--- src/rtl/uart_cmd_responder_if.sv ---
// UART command responder: receiver/transmitter handshake bundle.
// slave = responder side, master = UART/bench side.
interface uart_cmd_responder_if;
  logic [7:0] rx_data;
  logic       rx_complete_flag;
  logic       rx_complete_del_flag;
  logic [7:0] tx_data;
  logic       tx_start;
  logic       tx_busy;
  logic       tx_complete_flag;
  logic       tx_complete_del_flag;

  modport slave (
    input  rx_data,
    input  rx_complete_flag,
    input  tx_busy,
    input  tx_complete_flag,
    output rx_complete_del_flag,
    output tx_data,
    output tx_start,
    output tx_complete_del_flag
  );

  modport master (
    output rx_data,
    output rx_complete_flag,
    output tx_busy,
    output tx_complete_flag,
    input  rx_complete_del_flag,
    input  tx_data,
    input  tx_start,
    input  tx_complete_del_flag
  );
endinterface

--- src/rtl/uart_cmd_responder.sv ---
// UART command responder: 16x8 register file driven by W/R frames.
// Optional macro CHECKSUM_EN appends an XOR checksum byte to frames.
module uart_cmd_responder #(
  parameter logic [23:0] TIMEOUT_CYCLES = 24'd5000000
) (
  input  logic                  clk,
  input  logic                  reset,
  uart_cmd_responder_if.slave   bus,
  output logic [7:0]            reg0,
  output logic                  frame_err
);

  localparam logic [7:0] CMD_W = 8'h57;
  localparam logic [7:0] CMD_R = 8'h52;
  localparam logic [7:0] ACK   = 8'h06;
  localparam logic [7:0] NAK   = 8'h15;

  typedef enum logic [2:0] {
    IDLE, GET_ADDR, GET_DATA, GET_CSUM,
    EXEC, SEND, WAIT_DONE
  } state_t;

  state_t      r_state;
  logic [7:0]  r_regs [16];
  logic [7:0]  r_cmd;
  logic [7:0]  r_addr;
  logic [7:0]  r_data;
  logic        r_nak;
  logic [23:0] r_cnt;
  logic [7:0]  r_tx_data;
  logic        r_tx_start;
  logic        r_rx_del;
  logic        r_tx_del;
  logic        r_ferr;
`ifdef CHECKSUM_EN
  logic [7:0]  r_csum;
`endif

  logic   w_rx_ok;
  logic   w_get;
  logic   w_tmo;
  logic   w_bad_addr;
  state_t w_after;

  // A byte is taken only in a receiving state and once the
  // previous clear handshake has fully completed.
  assign w_rx_ok = (r_state inside {IDLE, GET_ADDR, GET_DATA, GET_CSUM})
                   && bus.rx_complete_flag && !r_rx_del;
  assign w_get   = r_state inside {GET_ADDR, GET_DATA, GET_CSUM};
  assign w_tmo   = w_get && (r_cnt == TIMEOUT_CYCLES - 24'd1);
  assign w_bad_addr = (r_addr[7:4] != 4'h0);
`ifdef CHECKSUM_EN
  assign w_after = GET_CSUM;
`else
  assign w_after = EXEC;
`endif

  assign bus.tx_data              = r_tx_data;
  assign bus.tx_start             = r_tx_start;
  assign bus.rx_complete_del_flag = r_rx_del;
  assign bus.tx_complete_del_flag = r_tx_del;
  assign reg0      = r_regs[0];
  assign frame_err = r_ferr;

  // Frame FSM with receive/transmit handshakes and inter-byte timer.
  always_ff @(posedge clk or posedge reset) begin
    if (reset) begin
      r_state    <= IDLE;
      for (int i = 0; i < 16; i++) r_regs[i] <= 8'h00;
      r_cmd      <= 8'h00;
      r_addr     <= 8'h00;
      r_data     <= 8'h00;
      r_nak      <= 1'b0;
      r_cnt      <= 24'd0;
      r_tx_data  <= 8'h00;
      r_tx_start <= 1'b0;
      r_rx_del   <= 1'b0;
      r_tx_del   <= 1'b0;
      r_ferr     <= 1'b0;
`ifdef CHECKSUM_EN
      r_csum     <= 8'h00;
`endif
    end else begin
      r_ferr <= 1'b0;

      if (r_rx_del && !bus.rx_complete_flag) r_rx_del <= 1'b0;
      else if (w_rx_ok)                      r_rx_del <= 1'b1;

      if (w_rx_ok || !w_get) r_cnt <= 24'd0;
      else if (!w_tmo)       r_cnt <= r_cnt + 24'd1;

      unique case (r_state)
        IDLE: begin
          if (w_rx_ok) begin
            r_cmd <= bus.rx_data;
`ifdef CHECKSUM_EN
            r_csum <= bus.rx_data;
`endif
            if (bus.rx_data == CMD_W || bus.rx_data == CMD_R) begin
              r_nak   <= 1'b0;
              r_state <= GET_ADDR;
            end else begin
              r_nak   <= 1'b1;
              r_state <= EXEC;
            end
          end
        end
        GET_ADDR: begin
          if (w_rx_ok) begin
            r_addr <= bus.rx_data;
`ifdef CHECKSUM_EN
            r_csum <= r_csum ^ bus.rx_data;
`endif
            r_state <= (r_cmd == CMD_W) ? GET_DATA : w_after;
          end else if (w_tmo) begin
            r_ferr  <= 1'b1;
            r_state <= IDLE;
          end
        end
        GET_DATA: begin
          if (w_rx_ok) begin
            r_data <= bus.rx_data;
`ifdef CHECKSUM_EN
            r_csum <= r_csum ^ bus.rx_data;
`endif
            r_state <= w_after;
          end else if (w_tmo) begin
            r_ferr  <= 1'b1;
            r_state <= IDLE;
          end
        end
`ifdef CHECKSUM_EN
        GET_CSUM: begin
          if (w_rx_ok) begin
            if (bus.rx_data != r_csum) r_nak <= 1'b1;
            r_state <= EXEC;
          end else if (w_tmo) begin
            r_ferr  <= 1'b1;
            r_state <= IDLE;
          end
        end
`endif
        EXEC: begin
          if (r_nak || w_bad_addr) begin
            r_tx_data <= NAK;
            r_ferr    <= 1'b1;
          end else if (r_cmd == CMD_W) begin
            r_regs[r_addr[3:0]] <= r_data;
            r_tx_data <= ACK;
          end else begin
            r_tx_data <= r_regs[r_addr[3:0]];
          end
          r_tx_start <= 1'b1;
          r_state    <= SEND;
        end
        SEND: begin
          if (bus.tx_busy) begin
            r_tx_start <= 1'b0;
            r_state    <= WAIT_DONE;
          end
        end
        WAIT_DONE: begin
          if (r_tx_del && !bus.tx_complete_flag) begin
            r_tx_del <= 1'b0;
            r_state  <= IDLE;
          end else if (bus.tx_complete_flag) begin
            r_tx_del <= 1'b1;
          end
        end
        default: r_state <= IDLE;
      endcase
    end
  end

endmodule
--- src/flat_wrapper.sv ---
// flat-port wrapper written by rule: the top's interface ports become plain ports
module uart_cmd_responder_flat 
#(
  parameter logic [23:0] TIMEOUT_CYCLES = 24'd5000000
)
  (clk, reset, reg0, frame_err, bus_rx_data, bus_rx_complete_flag, bus_tx_busy, bus_tx_complete_flag, bus_rx_complete_del_flag, bus_tx_data, bus_tx_start, bus_tx_complete_del_flag);
  uart_cmd_responder_if bus_i ();
  input  logic clk;
  input  logic reset;
  output logic [7:0] reg0;
  output logic frame_err;
  input wire logic [$bits(bus_i.rx_data)-1:0] bus_rx_data;
  input wire logic [$bits(bus_i.rx_complete_flag)-1:0] bus_rx_complete_flag;
  input wire logic [$bits(bus_i.tx_busy)-1:0] bus_tx_busy;
  input wire logic [$bits(bus_i.tx_complete_flag)-1:0] bus_tx_complete_flag;
  output wire logic [$bits(bus_i.rx_complete_del_flag)-1:0] bus_rx_complete_del_flag;
  output wire logic [$bits(bus_i.tx_data)-1:0] bus_tx_data;
  output wire logic [$bits(bus_i.tx_start)-1:0] bus_tx_start;
  output wire logic [$bits(bus_i.tx_complete_del_flag)-1:0] bus_tx_complete_del_flag;
  assign bus_i.rx_data = bus_rx_data;
  assign bus_i.rx_complete_flag = bus_rx_complete_flag;
  assign bus_i.tx_busy = bus_tx_busy;
  assign bus_i.tx_complete_flag = bus_tx_complete_flag;
  assign bus_rx_complete_del_flag = bus_i.rx_complete_del_flag;
  assign bus_tx_data = bus_i.tx_data;
  assign bus_tx_start = bus_i.tx_start;
  assign bus_tx_complete_del_flag = bus_i.tx_complete_del_flag;
  uart_cmd_responder #(.TIMEOUT_CYCLES(TIMEOUT_CYCLES)) u_core (.clk(clk), .reset(reset), .bus(bus_i), .reg0(reg0), .frame_err(frame_err));
endmodule
--- config.mk ---
export PLATFORM = sky130hd
export DESIGN_NAME = uart_cmd_responder_flat
export DESIGN_NICKNAME = d
export VERILOG_FILES = /design/src/rtl/uart_cmd_responder_if.sv /design/src/rtl/uart_cmd_responder.sv /design/src/flat_wrapper.sv
export SDC_FILE = /design/constraint.sdc
export NUM_CORES = 1
export LEC_CHECK = 0
export ABC_AREA = 1
export ABC_CLOCK_PERIOD_IN_PS = 13200
export CORE_MARGIN = 1.5
export CORE_UTILIZATION = 36
export DETAILED_ROUTE_END_ITERATION = 8
export SKIP_CTS_REPAIR_TIMING = 1
export SYNTH_ARGS = -nofsm -noshare
export SYNTH_HDL_FRONTEND = slang
export SYNTH_SLANG_ARGS = --single-unit
--- constraint.sdc ---
create_clock -name clk -period 13.2 [get_ports clk]
set_input_delay 2.64 -clock clk [delete_from_list [all_inputs] [get_ports clk]]
set_output_delay 2.64 -clock clk [all_outputs]
set_load 0.05 [all_outputs]
==> out/qor.yml <==
logic_synthesis:
  synth_edf_count: 0
  syn_area_um2: 9290
  ys.warnings.count: 0
  synthFlopType: "dfrtp_1"
  synthArstFlopShare: 1.00
  ys_ff_latch: 192
  syn_nets: 1127
  seq_area_frac_synth: 0.517
  yosysUniqueCellTypes: 35
  syn_inst: 1113
  avgSynthCellArea_um2: 8.34
power_and_ir_drop:
  leakagePower_nw: 4.87
  ir_worst_vdd_mv: 0.106
  intPower_mw: 1.04
  p_clk_frac: 0.321
  sequentialPowerShare: 0.436
  p_comb_frac: 0.243
  sw_frac_of_total: 0.395
  switchingPower_uw: 680
  power.density_nw_per_um2: 165
grt:
  antenna_found_initial: 0
  grt_overflow: 0
  first_global_vias: 7161
  grt_usage: 0.189
  grt_max_degree: 117
  grt_pass1_wl_mm: 38.9
timing:
  max_freq_mhz: 232
  finalHoldViolCount: 0
  setup_slack_ns: 8.89
  fin_tns_setup_ns: 0
  drv_slew: 0
  slew_headroom: 0.341
  clock_skew_ns: 0.0102
  finalCriticalPeriod_ns: 4.31
  tightest_slew_ns: 0.986
  setup_viol: 0
  fin_crit_sh: 0.326
  grt_setup_unrepaired: "false"
cells_and_area:
  multi_input_area_um2: 3640
  antenna_cells: 0
  layout-drive-gt1-share: 0.0773
  fillCellCount: 2547
  final_common_cell: "nand2_1"
  regArea_um2: 4800
  nets: 1141
  mostFrequentLayoutCells: "nand2_1, dfrtp_1, inv_1"
  area_growth_syn_to_layout_pct: 12.6
placed_design:
  dpl_worst_slack_ns: 8.34
  gp_congestion: 0.815
  dp_hpwl_mm: 15.6
  io_buffer_count: 32
route:
  dr.pass1.iters: 5
  wl_per_cell_um: 16.2
  drtIter0Drc: 609
  routed-via-count: 7318
  ant_nets: 0
  viasPerCell: 4.98
  routed_wl_mm: 23.8
  drc: 0
min_path:
  hp-start: "u_core.r_cmd[0]"
  hold_class: "reg -> reg"
  whs_endpoint: "u_core.r_cmd[0]"
  whs_path_depth: 2
clock_tree:
  numCtsBuffers: 17
  htreeDepth: 4
  clock_path_buffers: 2
  cts_tree: "built"
  clk_latency_ns: 0.44
  path_clk_slew_ns: 0.07
  clock-sinks: 192
  cts_root_buf: "clkbuf_16"
critical_path:
  start_kind: "register"
  cpPeakStageDelay_ns: 0.83
  crit_path_cell_trace: "clkdlybuf4s50_1"
  cp.required_ns: 10.56
  rr_endpoint: "u_core.bus.tx_data[3]"
  path_class: "reg -> out"
  crit_slowest_cell: "clkdlybuf4s50_1"
  critPathTopFamily: "buffers and inverters"
  rrSetupSlack_ns: 10.42
  critPathBufInv: 1
  r2r_start: "u_core.r_addr[1]"
  worstPathMaxFanout: 2
  r2r_cells: 8
  cp-end-kind: "output pin"
  crit_arrival_ns: 1.67
die:
  initial_utilization: 0.368
  fp-row-count: 58
  die_h_um: 164
  die-area_um2: 26800
  ios: 33
  dieWidth_um: 164
  core_um2: 25300
run_status:
  status: "finished, final reports clean"
run:
  maxCapViolCount: 0
-- power by group through the flow --
stage / combinational, mW / clock [mW] / sequential [mW]
floorplan: 0.292 / 0 / 0.721
global placement: 0.413 / 0 / 0.761
detailed placement: 0.416 / 0 / 0.760
CTS: 0.418 / 0.561 / 0.749
global route: 0.455 / 0.584 / 0.759
finish: 0.417 / 0.553 / 0.750
-- metrics by stage --
| step | cell area (um^2) | power (mW) | util | std cells | hold WS [ns] |
|---|---|---|---|---|---|
| detailed placement | 9840 | 1.18 | 0.390 | 1438 | 0.464 |
| global route | 10500 | 1.80 | 0.414 | 1469 | 0.507 |
| CTS | 10500 | 1.73 | 0.414 | 1469 | 0.481 |
| floorplan | 9290 | 1.01 | - | 1113 | 0.443 |
| finish | 10500 | 1.72 | 0.414 | 1469 | 0.476 |
| global placement | 9840 | 1.17 | 0.390 | 1438 | 0.458 |
-- worst register-to-register path, cell delays in order (launching register included) --
cell and delay (ns):
dfrtp_1 0.42, nand2_1 0.74, inv_2 0.54, a22oi_1 0.35, nand2_1 0.08, nand2_1 0.10, nand2_1 0.09, o21ai_1 0.27
nand2_1 0.08
-- logic make-up after synthesis --
| family | share of synthesized area |
|---|---|
| AND/OR/NAND/NOR | 0.232 |
| XOR/XNOR | 0.00377 |
| buffers and inverters | 0.0914 |
| flip-flops | 0.517 |
| adder cells (fa/ha/maj) | 0.00135 |
| AO/OA/AOI/OAI | 0.154 |
-- worst max-delay path by stage --
| stage | from | end | slack, ns | cells past startpoint |
|---|---|---|---|---|
| 2_1_floorplan | reset | u_core.bus.rx_complete_del_flag | 5.33 | 1 |
| 6_report | u_core.bus.tx_data[1] | bus_tx_data[1] | 8.89 | 1 |
| 3_5_place_dp | reset | u_core.r_cnt[8] | 8.34 | 3 |
| 3_3_place_gp | reset | u_core.r_cnt[8] | 8.32 | 3 |
| 5_1_grt | reset | u_core.r_cnt[3] | 8.62 | 3 |
| 4_1_cts | reset | u_core.r_regs[65] | 8.81 | 3 |
-- Yosys cell counts (10+ instances only) --
library cell  instances  area share
a21oi_1              16      0.0086
a22oi_1              47       0.038
buf_2                18      0.0097
clkbuf_1             13      0.0053
dfrtp_1             192        0.52
inv_1               162       0.065
nand2_1             318        0.13
nand3_1              19       0.010
nor2_1               50       0.020
nor3_2               10       0.011
nor3_4               17       0.030
o21ai_0              40       0.022
o21ai_1             137       0.074
o22ai_1              10      0.0067
-- routing by layer --
metal,vias up,wire length [um],track usage
met1,3489,11500,0.265
met4,0,507,0.0616
li1,3616,-,-
met5,-,0,0
met2,181,10700,0.296
met3,32,1090,0.0325
-- flip-flops by register name, summed over array words and instances (netlist names) --
register and flops:
u_core.r_addr 8, u_core.reg0 8, u_core.bus.tx_start 1, u_core.bus.rx_complete_del_flag 1
u_core.bus.tx_data 8, u_core.r_nak 1, u_core.r_data 8, u_core.bus.tx_complete_del_flag 1
u_core.r_state 3, u_core.frame_err 1, u_core.r_cmd 8, u_core.r_cnt 24
u_core.r_regs 120
-- cell type report --
| type | count | share of cell area |
|---|---|---|
| multi-input combinational | 713 | 0.348 |
| tap | 330 | 0.0395 |
| clock inverter | 12 | 0.0176 |
| clock buffer | 19 | 0.0414 |
| sequential | 192 | 0.459 |
| timing repair buffer | 36 | 0.0335 |
| inverter | 167 | 0.0607 |
No activity file was read; power rests on OpenSTA's default activity.
